`config.mk`:
```
export PLATFORM = sky130hd
export DESIGN_NAME = reg_wb_arbiter_flat
export DESIGN_NICKNAME = d
export VERILOG_FILES = /design/src/rtl/reg_wb_arbiter_if.sv /design/src/rtl/reg_wb_arbiter.sv /design/src/flat_wrapper.sv
export SDC_FILE = /design/constraint.sdc
export NUM_CORES = 1
export LEC_CHECK = 0
export ABC_AREA = 1
export BUFFER_PORTS_ARGS = -buffer_cell sky130_fd_sc_hd__buf_2
export CAP_MARGIN = 20
export CORE_ASPECT_RATIO = 1.4
export CORE_UTILIZATION = 53
export CTS_CLUSTER_DIAMETER = 30
export DETAILED_ROUTE_END_ITERATION = 16
export PLACE_DENSITY = 0.79
export SLEW_MARGIN = 10
export SYNTH_ARGS = -nofsm -noshare
export SYNTH_HDL_FRONTEND = slang
export SYNTH_SLANG_ARGS = --single-unit
```
`constraint.sdc`:
```
create_clock -name clk -period 3.7 [get_ports clk]
set_clock_uncertainty 0.2 [all_clocks]
set_input_delay 0.74 -clock clk [delete_from_list [all_inputs] [get_ports clk]]
set_output_delay 0.74 -clock clk [all_outputs]
set_load 0.05 [all_outputs]
```
`src/rtl/reg_wb_arbiter_if.sv`:
```
// Register-file write-side bundle: pipeline writeback, multi-cycle results,
// write port, scoreboard. WB_FWD_EN adds the decode forwarding outputs.
interface reg_wb_arbiter_if #(
  parameter int DEPTH = 2,
  parameter int AW    = 5,
  parameter int DW    = 32
);
  localparam int CW = $clog2(DEPTH) + 1;
  localparam int NR = 1 << AW;

  logic          pipe_we;
  logic [AW-1:0] pipe_addr;
  logic [DW-1:0] pipe_data;
  logic          mc_issue;
  logic [AW-1:0] mc_issue_addr;
  logic          mc_valid;
  logic          mc_ready;
  logic [AW-1:0] mc_addr;
  logic [DW-1:0] mc_data;
  logic [AW-1:0] write_addr;
  logic [DW-1:0] WD;
  logic          wEna;
  logic [NR-1:0] pend_mask;
  logic [CW-1:0] buf_count;
`ifdef WB_FWD_EN
  logic          fwd_valid;
  logic [AW-1:0] fwd_addr;
  logic [DW-1:0] fwd_data;

  modport slave (
    input  pipe_we, pipe_addr, pipe_data,
    input  mc_issue, mc_issue_addr,
    input  mc_valid, mc_addr, mc_data,
    output mc_ready, write_addr, WD, wEna,
    output pend_mask, buf_count,
    output fwd_valid, fwd_addr, fwd_data
  );

  modport master (
    output pipe_we, pipe_addr, pipe_data,
    output mc_issue, mc_issue_addr,
    output mc_valid, mc_addr, mc_data,
    input  mc_ready, write_addr, WD, wEna,
    input  pend_mask, buf_count,
    input  fwd_valid, fwd_addr, fwd_data
  );
`else
  modport slave (
    input  pipe_we, pipe_addr, pipe_data,
    input  mc_issue, mc_issue_addr,
    input  mc_valid, mc_addr, mc_data,
    output mc_ready, write_addr, WD, wEna,
    output pend_mask, buf_count
  );

  modport master (
    output pipe_we, pipe_addr, pipe_data,
    output mc_issue, mc_issue_addr,
    output mc_valid, mc_addr, mc_data,
    input  mc_ready, write_addr, WD, wEna,
    input  pend_mask, buf_count
  );
`endif
endinterface

```
`src/rtl/reg_wb_arbiter.sv`:
```
// Register-file write arbiter: pipeline first, late results via FIFO,
// pending-write scoreboard. WB_FWD_EN enables head forwarding to decode.
module reg_wb_arbiter #(
  parameter int DEPTH = 2,
  parameter int AW    = 5,
  parameter int DW    = 32
) (
  input  logic             clk,
  input  logic             rst,
  reg_wb_arbiter_if.slave  bus
);
  localparam int PW = $clog2(DEPTH);
  localparam int CW = PW + 1;
  localparam int NR = 1 << AW;

  logic [AW-1:0] addr_q [DEPTH];
  logic [DW-1:0] data_q [DEPTH];
  logic [PW-1:0] rd_ptr, wr_ptr;
  logic [CW-1:0] cnt;
  logic [AW-1:0] head_addr;
  logic [DW-1:0] head_data;
  logic          pipe_act, push, drain;
  logic [NR-1:0] pend, set_m, clr_m;
  logic          wena_q;
  logic [AW-1:0] waddr_q;
  logic [DW-1:0] wd_q;

  assign head_addr = addr_q[rd_ptr];
  assign head_data = data_q[rd_ptr];
  assign pipe_act  = bus.pipe_we && (bus.pipe_addr != '0);
  assign drain     = !pipe_act && (cnt != '0);
  assign push      = bus.mc_valid && bus.mc_ready;

  assign bus.mc_ready   = cnt < CW'(DEPTH);
  assign bus.buf_count  = cnt;
  assign bus.pend_mask  = pend;
  assign bus.wEna       = wena_q;
  assign bus.write_addr = waddr_q;
  assign bus.WD         = wd_q;

`ifdef WB_FWD_EN
  assign bus.fwd_valid = (cnt != '0) && (head_addr != '0);
  assign bus.fwd_addr  = head_addr;
  assign bus.fwd_data  = head_data;
`endif

  // Scoreboard set/clear masks; r0 is never reserved
  always_comb begin
    set_m = '0;
    clr_m = '0;
    if (bus.mc_issue && (bus.mc_issue_addr != '0))
      set_m[bus.mc_issue_addr] = 1'b1;
    if (drain)
      clr_m[head_addr] = 1'b1;
  end

  // Result storage, written at the tail on accept
  always_ff @(posedge clk) begin
    if (push) begin
      addr_q[wr_ptr] <= bus.mc_addr;
      data_q[wr_ptr] <= bus.mc_data;
    end
  end

  // Pointers and occupancy
  always_ff @(posedge clk or posedge rst) begin
    if (rst) begin
      rd_ptr <= '0;
      wr_ptr <= '0;
      cnt    <= '0;
    end else begin
      if (push)  wr_ptr <= wr_ptr + PW'(1);
      if (drain) rd_ptr <= rd_ptr + PW'(1);
      unique case (1'b1)
        push && !drain: cnt <= cnt + CW'(1);
        drain && !push: cnt <= cnt - CW'(1);
        default:        cnt <= cnt;
      endcase
    end
  end

  // Registered write port: pipeline wins, else buffer head
  always_ff @(posedge clk or posedge rst) begin
    if (rst) begin
      wena_q  <= 1'b0;
      waddr_q <= '0;
      wd_q    <= '0;
    end else begin
      unique case (1'b1)
        pipe_act: begin
          wena_q  <= 1'b1;
          waddr_q <= bus.pipe_addr;
          wd_q    <= bus.pipe_data;
        end
        drain: begin
          wena_q  <= head_addr != '0;
          waddr_q <= head_addr;
          wd_q    <= head_data;
        end
        default: wena_q <= 1'b0;
      endcase
    end
  end

  // Pending mask: a same-cycle issue overrides the drain clear
  always_ff @(posedge clk or posedge rst) begin
    if (rst) pend <= '0;
    else     pend <= (pend & ~clr_m) | set_m;
  end
endmodule

```
`src/flat_wrapper.sv`:
```
// flat-port wrapper written by rule: the top's interface ports become plain ports
module reg_wb_arbiter_flat 
#(
  parameter int DEPTH = 2,
  parameter int AW    = 5,
  parameter int DW    = 32
)
  (clk, rst, bus_pipe_we, bus_pipe_addr, bus_pipe_data, bus_mc_issue, bus_mc_issue_addr, bus_mc_valid, bus_mc_addr, bus_mc_data, bus_mc_ready, bus_write_addr, bus_WD, bus_wEna, bus_pend_mask, bus_buf_count);
  reg_wb_arbiter_if #(.DEPTH(DEPTH), .AW(AW), .DW(DW)) bus_i ();
  input  logic clk;
  input  logic rst;
  input wire logic [$bits(bus_i.pipe_we)-1:0] bus_pipe_we;
  input wire logic [$bits(bus_i.pipe_addr)-1:0] bus_pipe_addr;
  input wire logic [$bits(bus_i.pipe_data)-1:0] bus_pipe_data;
  input wire logic [$bits(bus_i.mc_issue)-1:0] bus_mc_issue;
  input wire logic [$bits(bus_i.mc_issue_addr)-1:0] bus_mc_issue_addr;
  input wire logic [$bits(bus_i.mc_valid)-1:0] bus_mc_valid;
  input wire logic [$bits(bus_i.mc_addr)-1:0] bus_mc_addr;
  input wire logic [$bits(bus_i.mc_data)-1:0] bus_mc_data;
  output wire logic [$bits(bus_i.mc_ready)-1:0] bus_mc_ready;
  output wire logic [$bits(bus_i.write_addr)-1:0] bus_write_addr;
  output wire logic [$bits(bus_i.WD)-1:0] bus_WD;
  output wire logic [$bits(bus_i.wEna)-1:0] bus_wEna;
  output wire logic [$bits(bus_i.pend_mask)-1:0] bus_pend_mask;
  output wire logic [$bits(bus_i.buf_count)-1:0] bus_buf_count;
  assign bus_i.pipe_we = bus_pipe_we;
  assign bus_i.pipe_addr = bus_pipe_addr;
  assign bus_i.pipe_data = bus_pipe_data;
  assign bus_i.mc_issue = bus_mc_issue;
  assign bus_i.mc_issue_addr = bus_mc_issue_addr;
  assign bus_i.mc_valid = bus_mc_valid;
  assign bus_i.mc_addr = bus_mc_addr;
  assign bus_i.mc_data = bus_mc_data;
  assign bus_mc_ready = bus_i.mc_ready;
  assign bus_write_addr = bus_i.write_addr;
  assign bus_WD = bus_i.WD;
  assign bus_wEna = bus_i.wEna;
  assign bus_pend_mask = bus_i.pend_mask;
  assign bus_buf_count = bus_i.buf_count;
  reg_wb_arbiter #(.DEPTH(DEPTH), .AW(AW), .DW(DW)) u_core (.clk(clk), .rst(rst), .bus(bus_i));
endmodule
```
[After elaboration in Yosys (flattened, before gate mapping)]
Memory sizes are Yosys's and may differ from the RTL's.
Index checks and enable logic that the tools add are counted.
Storage, ports and cells
  memories kept: 2
  input bits: 84
  bits in registers: 74
  bits in writable memories: 74
Cells by class
  add/subtract/negate cells: 4
  bitwise gates (word level): 3
  multiplexer cells: 12
  order comparisons: 5
  reduce and logical (&&, ||, !) cells: 17
Memories
  u_core.data_q: words 2, width 32, rd ports 1, clocked after memory_dff 0, wr ports 1, line reg_wb_arbiter.sv:17  | logic [DW-1:0] data_q [DEPTH];
  u_core.addr_q: words 2, width 5, rd ports 1, clocked after memory_dff 0, wr ports 1, line reg_wb_arbiter.sv:16  | logic [AW-1:0] addr_q [DEPTH];
Operators with widths (number)
  2-to-1 mux 32 bit: 2
  case mux 32 bit (2 select lines): 1
  AND 32 bit: 1
  inverter 32 bit: 1
  OR 32 bit: 1
  nonzero test 5 bit: 3
  less-than comparator 5 x 6 -> 1 bit, second input constant: 2
  demux 1 bit (select 5 bit): 2
  greater-or-equal comparator 5 x 1 -> 1 bit, second input constant: 2
  case mux 5 bit (2 select lines): 1
  logical AND 1 bit: 8
  nonzero test 2 bit: 3
  2-to-1 mux 1 bit: 4
  case mux 2 bit (2 select lines): 1
  zero test 1 bit: 3
  adder 1 bit, second input constant: 2
  adder 2 x 1 -> 2 bit, second input constant: 1
  less-than comparator 2 bit, second input constant: 1
  case mux 1 bit (2 select lines): 1
  subtractor 2 x 1 -> 2 bit, second input constant: 1

[Longest topological paths before layout]
An unclocked memory read counts as a cell.
  depth in word-level cells: 9
  depth in mapped cells: 9
  mapped depth without buffers: 8

[Worst setup path before layout]
No wires, ideal clock.
  path type: flip-flop to flip-flop
  from: reg u_core.cnt[1], in the netlist u_core.bus.buf_count[1]
  to: mem u_core.addr_q[0][0] (enable)
  cell stages (with the launch flop): 4
  arrival time: 2.836 ns
  data required time: 3.069 ns
  clock period less this slack: 3.468 ns
  setup slack: 0.232 ns
  cell sequence: dfrtp_1 inv_1 nand2_1 nor2_1
On the way
  word-level cells in the longest chain between the ends: 4
RTL lines
  start, declared: line reg_wb_arbiter.sv:19  | logic [CW-1:0] cnt;
  start signal, assigned: line reg_wb_arbiter.sv:75  | push && !drain: cnt <= cnt + CW'(1);
  start signal, assigned: line reg_wb_arbiter.sv:76  | drain && !push: cnt <= cnt - CW'(1);
  start signal, assigned: line reg_wb_arbiter.sv:77  | default: cnt <= cnt;
  less-than comparator 2 bit: line reg_wb_arbiter.sv:34  | assign bus.mc_ready = cnt < CW'(DEPTH);
  via bus_mc_ready: line flat_wrapper.sv:20  | output wire logic [$bits(bus_i.mc_ready)-1:0] bus_mc_ready;
  logical AND 1 bit: line reg_wb_arbiter.sv:32  | assign push = bus.mc_valid && bus.mc_ready;
  2-to-1 mux 1 bit: line reg_wb_arbiter.sv:59  | if (push) begin
  2-to-1 mux 1 bit (not written as such): line reg_wb_arbiter.sv:60  | addr_q[wr_ptr] <= bus.mc_addr;
  end, declared: line reg_wb_arbiter.sv:16
The timed path passes the listed nets, and every way through them passes these cells.

[Worst setup path after layout]
  from: in bus_pipe_addr[3]
  to: reg u_core.waddr_q[0], in the netlist u_core.bus.write_addr[0]
On the way
  word-level cells in the longest chain between the ends: 5
  elaborated cells between the ends (all ways): 6
  classes of those cells: mux: 1; reduce/logical: 5
RTL lines
  start, declared: line flat_wrapper.sv:13  | input wire logic [$bits(bus_i.pipe_addr)-1:0] bus_pipe_addr;
  nonzero test 5 bit *: line reg_wb_arbiter.sv:30  | assign pipe_act = bus.pipe_we && (bus.pipe_addr != '0);
  logical AND 1 bit *: line reg_wb_arbiter.sv:30
  zero test 1 bit: line reg_wb_arbiter.sv:31  | assign drain = !pipe_act && (cnt != '0);
  logical AND 1 bit: line reg_wb_arbiter.sv:31
  case mux 5 bit (2 select lines) or nonzero test 2 bit (tied branches)
  end signal, assigned: line reg_wb_arbiter.sv:92  | waddr_q <= bus.pipe_addr;
  end signal, assigned: line reg_wb_arbiter.sv:97  | waddr_q <= head_addr;
  end, declared: line reg_wb_arbiter.sv:25  | logic [AW-1:0] waddr_q;
Every way passes the cells marked *; elsewhere a longest branch is shown, timed or not.
A chain may end at the register's enable or synchronous reset.

==> results.yml <==
global_route:
  grt_pass1_wl_mm: 24.0
  antenna_found_initial: 1
  grt_max_degree: 54
  grt_pass1_vias: 4988
  grt_usage_pct: 25.3
  grt-ovfl-total: 0
synthesis:
  synth_nets: 773
  synth-edff-count: 74
  ys_warn_count: 0
  synth_top_area_cell: "edfxtp_1"
  synthMostInstantiatedCell: "nand2_1"
  synth_top_area_share_pct: 34.4
  netlist_instances: 688
  synthTopCellsByArea: "edfxtp_1, dfrtp_1, nand2_1"
  ys_seq_area_share_pct: 63.0
  synthArstFlopShare_pct: 50.0
  synthTopCellsByCount: "nand2_1, dfrtp_1, edfxtp_1"
  postSynthAreaPerCell_um2: 9.40
  netlist_area_mm2: 0.00647
  synth_flop_cell: "edfxtp_1"
  ys_ff_latch: 148
  synth_cell_type_count: 29
cells_and_area:
  finish.instance_area_mm2: 0.00796
  antenna_cells: 0
  num-nets-final: 931
  drive_above_1_share_pct: 25.5
  syn_to_final_growth_pct: 23.1
  fillers: 985
worst_hold_path:
  holdCritPathClass: "input port to asynchronous set/reset pin"
drt:
  vias: 5168
  drt-total-wl_mm: 15.2
  drc_errors: 0
  vias_per_cell: 5.14
  firstDrtPassIters: 5
  final_antenna_net_count: 0
  drtIter0Drc: 303
  wire_per_inst_um: 15.1
power:
  power_switching_mw: 3.38
  combPwrFrac_pct: 41.1
  peakVddDrop_mv: 0.461
  power_frac_seq_pct: 33.7
  power.leakage_nw: 3.82
  pwr-share-clk_pct: 25.3
  p_per_area_mw_per_mm2: 943
  intPower_mw: 4.12
  swShare_pct: 45.1
clock_network:
  cts_tree: "done"
  hold_buffers: 0
  cts.repair.resized: 0
  worstSkewPairLatency_ps: 400
  clk_pin_slew_ps: 60
  numCtsBuffers: 17
  cts_buffer_depth: 2
  cts.sinks: 148
  clockRootBuffer: "clkbuf_16"
  postCtsSetupBuffers: 0
  h-tree-depth: 4
worst_setup_path:
  cpPeakStageDelay_ps: 490
  startpoint_type: "input port"
  worstSetupEndpointType: "register"
  crit_required_ps: 3840
  r2r-end: "u_core.bus.pend_mask[25]"
  crit_chain: "buf_2, nor2_2, nand3_2, nand2_2, nand2_2, inv_2, nand2_1, nand2_1"
  rr_worst_depth: 8
  reg2reg_from: "u_core.rd_ptr"
  slowest_stage: "inv_2"
  worstSetupPathType: "input port to register"
  worstPathArrival_ps: 2460
  path_max_fanout: 37
  rrSetupSlack_ps: 1480
placed_design:
  io_buffer_count: 156
  placed_cell_area_mm2: 0.00730
  hpwl_mm: 10.1
  place_ws_ps: 998
  gp_congestion: 0.827
sta:
  min_period_ps: 2320
  rsz0062_at_grt: "false"
  min_period_over_period_pct: 62.7
  worst_pin_slew_ps: 781
  fmax_ghz: 0.431
  finalMaxSlewViolations: 0
  worst_slack_ps: 1380
  fin_tns_setup_ps: 0
  finalSetupViolCount: 0
  timing.final.hold_violations: 0
  slew-limit-headroom_pct: 47.9
floorplan:
  start_util_pct: 54.4
  coreArea_mm2: 0.0119
  die_h_um: 133
  die_w_um: 95.4
  ioPinCount: 157
  rows: 47
  die-area_mm2: 0.0127
run_status:
  outcome: "completed"
flow_run:
  cap_violations: 0
## placed cells by master (no fill, tap or decap), types with 5 or more instances in the layout
| cell | count |
|---|---|
| inv_1 | 36 |
| nor2_1 | 64 |
| nand3_1 | 38 |
| nand3_2 | 9 |
| clkbuf_16 | 17 |
| o31ai_1 | 13 |
| nand2_2 | 7 |
| buf_4 | 6 |
| bufinv_16 | 5 |
| buf_2 | 156 |
| dfrtp_1 | 74 |
| edfxtp_1 | 74 |
| nand2_1 | 319 |
## registers in the layout, indices dropped and copies added (netlist names)
register               flops
u_core.data_q             64
u_core.bus.WD             32
u_core.bus.pend_mask      32
u_core.addr_q             10
u_core.bus.write_addr      5
u_core.bus.buf_count       2
u_core.bus.wEna            1
u_core.rd_ptr              1
u_core.wr_ptr              1
## final cells by class
cell class,instances,area [um^2],share of cell area [%]
inverter,40,153,1.92
multi-input combinational,477,2070,26.0
tap,147,184,2.31
timing repair buffer,162,826,10.4
clock buffer,17,425,5.35
clock inverter,15,228,2.86
sequential,148,4070,51.2
## cells by family after synthesis
group	Yosys count	synth area share, %
AO/OA/AOI/OAI	23	2.50
XOR/XNOR	4	0.542
flip-flops	148	63.0
adder cells (fa/ha/maj)	1	0.193
buffers and inverters	63	5.24
AND/OR/NAND/NOR	449	28.5
## per-stage QoR
step                total power [mW]  hold slack (ps)  utilization [%]  instances
floorplan                       4.91              327                -        688
global placement                5.56              249             61.5        974
detailed placement              5.63              253             61.5        974
CTS                             7.54              126             67.0       1006
global route                    7.86              145             67.0       1006
finish                          7.50              123             67.0       1006
## metal layers
metal  wire [um]  global-route usage, %  vias up
met5           0                      0        -
met4         370                   11.4        0
met3        1010                   5.92       32
met2        8090                   43.7      214
met1        5710                   29.3     2408
li1            -                      -     2514
## worst max path at each step
stage / startpoint / endpoint / slack (ps) / depth (start not counted)
floorplan: u_core.bus.buf_count[1] / u_core.addr_q[0][0] / 230 / 3
global placement: bus_pipe_addr[1] / u_core.bus.WD[18] / 1100 / 8
detailed placement: bus_pipe_addr[3] / u_core.bus.WD[0] / 1000 / 8
CTS: bus_pipe_addr[3] / u_core.bus.write_addr[0] / 1380 / 8
global route: bus_pipe_addr[1] / u_core.bus.write_addr[0] / 1230 / 8
finish: bus_pipe_addr[3] / u_core.bus.write_addr[0] / 1380 / 8
## power by group through the flow
stage	combinational (mW)	sequential, mW	clock [mW]
2_1_floorplan	1.13	3.78	0
3_3_place_gp	3.02	2.54	0
3_5_place_dp	3.09	2.54	0
4_1_cts	3.10	2.53	1.92
5_1_grt	3.31	2.58	1.97
6_report	3.08	2.53	1.89
## critical path, delay by kind of cell
kind	cells	cell delay [ps]
buffers and inverters	2	600
and+or+nand+nor	6	1100
Note: power is estimated with default switching activity, not from simulation.
